### config.mk
export PLATFORM = sky130hd
export DESIGN_NAME = frame_sequencer
export DESIGN_NICKNAME = d
export VERILOG_FILES = /design/src/rtl/frame_sequencer_pkg.sv /design/src/rtl/frame_watchdog.sv /design/src/rtl/frame_sequencer.sv
export SDC_FILE = /design/constraint.sdc
export NUM_CORES = 1
export LEC_CHECK = 0
export ABC_AREA = 1
export BUFFER_PORTS_ARGS = -buffer_cell sky130_fd_sc_hd__buf_2
export CORE_ASPECT_RATIO = 2
export CORE_UTILIZATION = 52
export DETAILED_ROUTE_END_ITERATION = 8
export PLACE_DENSITY_LB_ADDON = 0.15
export SETUP_SLACK_MARGIN = 0.1
export SLEW_MARGIN = 20
export SYNTH_ARGS = -nofsm -noshare
export SYNTH_HDL_FRONTEND = slang
export SYNTH_SLANG_ARGS = --single-unit
### constraint.sdc
create_clock -name clk -period 1.7 [get_ports clk]
set_clock_uncertainty 0.1 [all_clocks]
set_input_delay 0.51 -clock clk [delete_from_list [all_inputs] [get_ports clk]]
set_output_delay 0.51 -clock clk [all_outputs]
set_load 0.02 [all_outputs]
### src/rtl/frame_sequencer_pkg.sv
// Shared types for the frame sequencer: state encoding and helpers.
// State values are visible on stateDbg, so the encodings are fixed.
package frame_sequencer_pkg;

  localparam int SEQ_STATE_W = 3;

  typedef enum logic [SEQ_STATE_W-1:0] {
    IDLE    = 3'd0,
    SETTLE  = 3'd1,
    NF_WAIT = 3'd2,
    LV_WAIT = 3'd3,
    HOLD    = 3'd4
  } seq_state_t;

  function automatic logic isWaitState(input seq_state_t s);
    return (s == NF_WAIT) || (s == LV_WAIT) || (s == HOLD);
  endfunction

endpackage

### src/rtl/frame_watchdog.sv
// Stall watchdog: counts enabled cycles since the last clear and flags expiry
// combinationally once the count reaches TIMEOUT-1.
module frame_watchdog #(
  parameter int TIMEOUT = 65535
) (
  input  logic clk,
  input  logic rst,
  input  logic clear,
  input  logic en,
  output logic expired
);

  localparam int W = $clog2(TIMEOUT);

  logic [W-1:0] cnt;

  always_ff @(posedge clk) begin
    if (rst || clear) begin
      cnt <= '0;
    end else if (en) begin
      cnt <= cnt + W'(1);
    end
  end

  assign expired = en && (cnt == W'(TIMEOUT - 1));

endmodule

### src/rtl/frame_sequencer.sv
// Frame scheduler: counts sample reads into frames and walks each frame through
// NoteFinder -> LinearVisualizer -> LED driver with one-cycle start pulses.
module frame_sequencer
  import frame_sequencer_pkg::*;
#(
  parameter int SAMPLES_PER_FRAME = 64,
  parameter int SETTLE_CYCLES     = 4,
  parameter int TIMEOUT           = 65535,
  parameter int CNT_W             = 16
) (
  input  logic                   clk,
  input  logic                   rst,
  input  logic                   enable,
  input  logic                   sampleRead,
  output logic                   nfStart,
  input  logic                   nfFinished,
  output logic                   lvStart,
  input  logic                   lvDone,
  output logic                   ledStart,
  input  logic                   ledDone,
  output logic                   busy,
  output logic [CNT_W-1:0]       framesDropped,
  output logic                   timeoutErr,
  output logic [SEQ_STATE_W-1:0] stateDbg
);

  localparam int SAMP_W = (SAMPLES_PER_FRAME > 1) ? $clog2(SAMPLES_PER_FRAME) : 1;
  localparam int SET_W  = (SETTLE_CYCLES > 1) ? $clog2(SETTLE_CYCLES) : 1;

  seq_state_t  state, stateNext;
  logic [SAMP_W-1:0] sampCnt;
  logic [SET_W-1:0]  settleCnt, settleNext;
  logic trigger, dropInc, ledBusy;
  logic nfStartNext, lvStartNext, ledStartNext;
  logic wdExpired, wdClear, wdEn;

  assign trigger = sampleRead && (sampCnt == SAMP_W'(SAMPLES_PER_FRAME - 1));

  always_ff @(posedge clk) begin
    if (rst) begin
      sampCnt <= '0;
    end else if (sampleRead) begin
      sampCnt <= trigger ? '0 : sampCnt + SAMP_W'(1);
    end
  end

  always_comb begin
    stateNext    = state;
    settleNext   = settleCnt;
    nfStartNext  = 1'b0;
    lvStartNext  = 1'b0;
    ledStartNext = 1'b0;
    dropInc      = trigger && enable && (state != IDLE);
    case (state)
      IDLE: begin
        if (trigger && enable) begin
          if (SETTLE_CYCLES == 1) begin
            stateNext   = NF_WAIT;
            nfStartNext = 1'b1;
          end else begin
            stateNext  = SETTLE;
            settleNext = SET_W'(SETTLE_CYCLES - 1);
          end
        end
      end
      SETTLE: begin
        // Leave one count early so the registered nfStart lands SETTLE_CYCLES after trigger.
        if (settleCnt <= SET_W'(1)) begin
          stateNext   = NF_WAIT;
          nfStartNext = 1'b1;
        end else begin
          settleNext = settleCnt - SET_W'(1);
        end
      end
      NF_WAIT: begin
        if (nfFinished) begin
          stateNext   = LV_WAIT;
          lvStartNext = 1'b1;
        end
      end
      LV_WAIT: begin
        if (lvDone) begin
          if (!ledBusy || ledDone) begin
            stateNext    = IDLE;
            ledStartNext = 1'b1;
          end else begin
            stateNext = HOLD;
          end
        end
      end
      HOLD: begin
        if (ledDone) begin
          stateNext    = IDLE;
          ledStartNext = 1'b1;
        end
      end
      default: stateNext = IDLE;
    endcase
    if (wdExpired) begin
      stateNext    = IDLE;
      nfStartNext  = 1'b0;
      lvStartNext  = 1'b0;
      ledStartNext = 1'b0;
    end
  end

  assign wdEn    = isWaitState(state);
  assign wdClear = (stateNext != state);

  frame_watchdog #(.TIMEOUT(TIMEOUT)) uWatchdog (
    .clk     (clk),
    .rst     (rst),
    .clear   (wdClear),
    .en      (wdEn),
    .expired (wdExpired)
  );

  always_ff @(posedge clk) begin
    if (rst) begin
      state         <= IDLE;
      settleCnt     <= '0;
      nfStart       <= 1'b0;
      lvStart       <= 1'b0;
      ledStart      <= 1'b0;
      ledBusy       <= 1'b0;
      framesDropped <= '0;
      timeoutErr    <= 1'b0;
    end else begin
      state     <= stateNext;
      settleCnt <= settleNext;
      nfStart   <= nfStartNext;
      lvStart   <= lvStartNext;
      ledStart  <= ledStartNext;
      // An abort drops any claim on the driver; otherwise a new start wins over ledDone.
      if (wdExpired) begin
        ledBusy <= 1'b0;
      end else if (ledStart) begin
        ledBusy <= 1'b1;
      end else if (ledDone) begin
        ledBusy <= 1'b0;
      end
      if (dropInc && (framesDropped != {CNT_W{1'b1}})) begin
        framesDropped <= framesDropped + CNT_W'(1);
      end
      if (wdExpired) begin
        timeoutErr <= 1'b1;
      end
    end
  end

  assign busy     = (state != IDLE);
  assign stateDbg = state;

endmodule

==> impl_metrics.json <==
{
  "end_kind": "register",
  "reg2reg_depth": 11,
  "die_w_um": 52.0,
  "layout.nets": 475,
  "vias": 2789,
  "ant_nets": 0,
  "wire_per_inst_um": 16.0,
  "violations": "design-rule violations, negative setup slack",
  "pwr_density_cell_mw_per_mm2": 513,
  "overflow": 0,
  "drive_above_1_share": 0.543,
  "clock_path_buffers": 2,
  "dp.cells": 486,
  "grt_max_degree": 24,
  "dp_hpwl_um": 4530,
  "first_iter_violations": 40,
  "hold_path_depth": 2,
  "p_total_mw": 2.07,
  "synth_edf_count": 0,
  "async_flop_share": 0,
  "use_met3": 0.0655,
  "finalSetupViolCount": 28,
  "crit_buf_inv": 2,
  "regArea_mm2": 0.00101,
  "n_fill_cell": 276,
  "max_freq_ghz": 0.550,
  "layout_min_cycle_time_ns": 1.82,
  "fp.dieH_um": 102,
  "slew_headroom": 0.757,
  "worstPathRequired_ns": 1.87,
  "yosys_most_used_dff": "dfxtp_1",
  "htree_levels": 2,
  "fin_ws_ns": -0.119,
  "crit_family": "simple AND/OR/NAND/NOR gates",
  "antenna_found_initial": 0,
  "ys_types": 35,
  "cts_buffers": 5,
  "pre_cts_ws_ns": -0.0777,
  "rows": 36,
  "clkSinkCount": 48,
  "met1_usage": 0.273,
  "leakage_nw": 1.71,
  "max_slew.worst_pin.slew_ns": 0.362,
  "place.port_buffers": 30,
  "hold_slack_ns": 0.386,
  "ys_seq_area_frac": 0.370,
  "ys_ff_latch": 48,
  "hold_violations": 0,
  "core_mm2": 0.00482,
  "synth_area_leaders": "dfxtp_1 37%, nand2_1 13%, nor2_1 7.1%",
  "drt_wl_total_um": 8330,
  "yosys-top-cells-count": "87 x nand2_1, 49 x nor2_1, 48 x dfxtp_1",
  "critical_path_depth": 11,
  "drc": 1,
  "top_usage_layer": "met2",
  "clk_pin_slew_ns": 0.10,
  "critPathMaxFanout": 8,
  "grt_use_met2": 0.514,
  "cp-start-kind": "register",
  "postSynthAreaPerCell_um2": 7.30,
  "drv_slew": 0,
  "avgViaCountPerCell": 5.35,
  "grt_pass1_vias": 2677,
  "crit_type": "reg2reg",
  "start_util": 0.539,
  "firstDrtPassIters": 6,
  "postCtsHoldBufs": 0,
  "hold_path_class": "reg2reg",
  "die-area_mm2": 0.00530,
  "rrSetupSlack_ns": -0.12,
  "ys_warn_count": 0,
  "crit_chain": "clkinvlp_4, nand4_1, nand2_1, nor2_1, nand2_2, nand2_2, nand2_2, nand2_2, nand2_4, buf_12, nor2_2",
  "synth_most_common_cell": "nand2_1",
  "rsz0062_at_grt": "true",
  "cts_tree": "done",
  "multi_input_area_mm2": 0.00186,
  "yosys.area.top_type": "dfxtp_1",
  "grt_usage": 0.281,
  "areaGrowthSynthToFinish_pct": 54.9,
  "cpPeakStageDelay_ns": 0.41,
  "n_antenna_cell": 0,
  "status": "finished, violations left",
  "cp_slowest_cell": "dfxtp_4",
  "synth_top_area_share": 0.370,
  "cts-root-buf": "clkbuf_8",
  "syn-cell-area_mm2": 0.00260,
  "fin_crit_sh": 1.07,
  "ios": 31,
  "maxCapViolations": 0,
  "arrival_ns": 1.99,
  "clk_latency_ns": 0.32,
  "syn_nets": 368,
  "ir_drop_uv": 806,
  "final_cells": 521,
  "path_common_cell": "nand2_2",
  "grt_pass1_wl_um": 11300,
  "syn_inst": 356,
  "place_congestion": 0.855
}
[power by group]
| group | internal (mW) | leakage [nW] | switching (mW) |
|---|---|---|---|
| registers | 1.11 | 0.399 | 0.00427 |
| clock network | 0.437 | 0.0585 | 0.419 |
| logic | 0.0380 | 1.25 | 0.0538 |
[cell usage in the layout (no fill, tap or decap), drive strengths merged, types with 4 or more instances in the layout]
| master | count |
|---|---|
| buf | 103 |
| nand2 | 93 |
| nor2 | 62 |
| dfxtp | 48 |
| inv | 43 |
| nand3 | 23 |
| a21oi | 22 |
| xnor2 | 15 |
| xor2 | 14 |
| nor3 | 7 |
| nand4 | 5 |
| clkbuf | 5 |
| ha | 5 |
| o21ai | 4 |
[what timing repair did]
| action | in CTS | in global routing |
|---|---|---|
| gates cloned | 2 | 0 |
| pin swaps | 43 | 28 |
| setup buffers | 18 | 8 |
| setup endpoints to repair | 33 | 45 |
| resized for setup | 87 | 59 |
[metrics by stage]
| step | instance area, um2 | TNS [ns] | util |
|---|---|---|---|
| 3_3_place_gp | 3240 | -0.607 | 0.672 |
| 5_1_grt | 4020 | -3.64 | 0.835 |
| 2_1_floorplan | 2670 | 0 | - |
| 3_5_place_dp | 3240 | -1.38 | 0.672 |
| 6_report | 4020 | -2.18 | 0.835 |
| 4_1_cts | 3770 | -0.00559 | 0.782 |
[final timing paths]
| kind | startpoint | to |
|---|---|---|
| max | stateDbg[0] | uWatchdog.cnt[2] |
| min | timeoutErr | timeoutErr |
| max reg2reg | stateDbg[0] | uWatchdog.cnt[2] |
| min reg2reg | timeoutErr | timeoutErr |
[flip-flops by register name (all words and copies together) (netlist names)]
signal         count
settleCnt          2
ledBusy            1
uWatchdog.cnt     16
ledStart           1
nfStart            1
stateDbg           3
lvStart            1
timeoutErr         1
sampCnt            6
framesDropped     16
[tightest hold or removal path: stages, from the launching register on]
cell and delay, ns:
dfxtp_1 0.33, inv_1 0.06, a21oi_1 0.06
[routing by layer]
| layer | vias to the layer above | part of all wire |
|---|---|---|
| li1 | 1335 | - |
| met1 | 1314 | 0.35 |
| met2 | 95 | 0.55 |
| met3 | 45 | 0.041 |
| met4 | 0 | 0.064 |
| met5 | - | 0 |
[cell type report]
class / instances / share of cell area
Timing Repair inverter: 1 / 0.00218
Clock buffer: 5 / 0.0171
Tap cell: 57 / 0.0177
Clock inverter: 3 / 0.0103
Multi-Input combinational cell: 260 / 0.463
Inverter: 44 / 0.0463
Sequential cell: 48 / 0.251
Timing Repair Buffer: 103 / 0.193
[kinds of logic (layout without fill, tap and decap cells)]
family                   count (synthesis)  count (layout)  share of synthesized area
multiplexers                             1               1                    0.00385
XOR/XNOR                                29              29                     0.0978
flip-flops                              48              48                      0.370
adder cells (fa/ha/maj)                  5               5                     0.0241
buffers and inverters                   49             156                     0.0809
AND/OR/NAND/NOR                        193             194                      0.357
AO/OA/AOI/OAI                           31              31                     0.0660
Power figures use the tool's default switching activity.
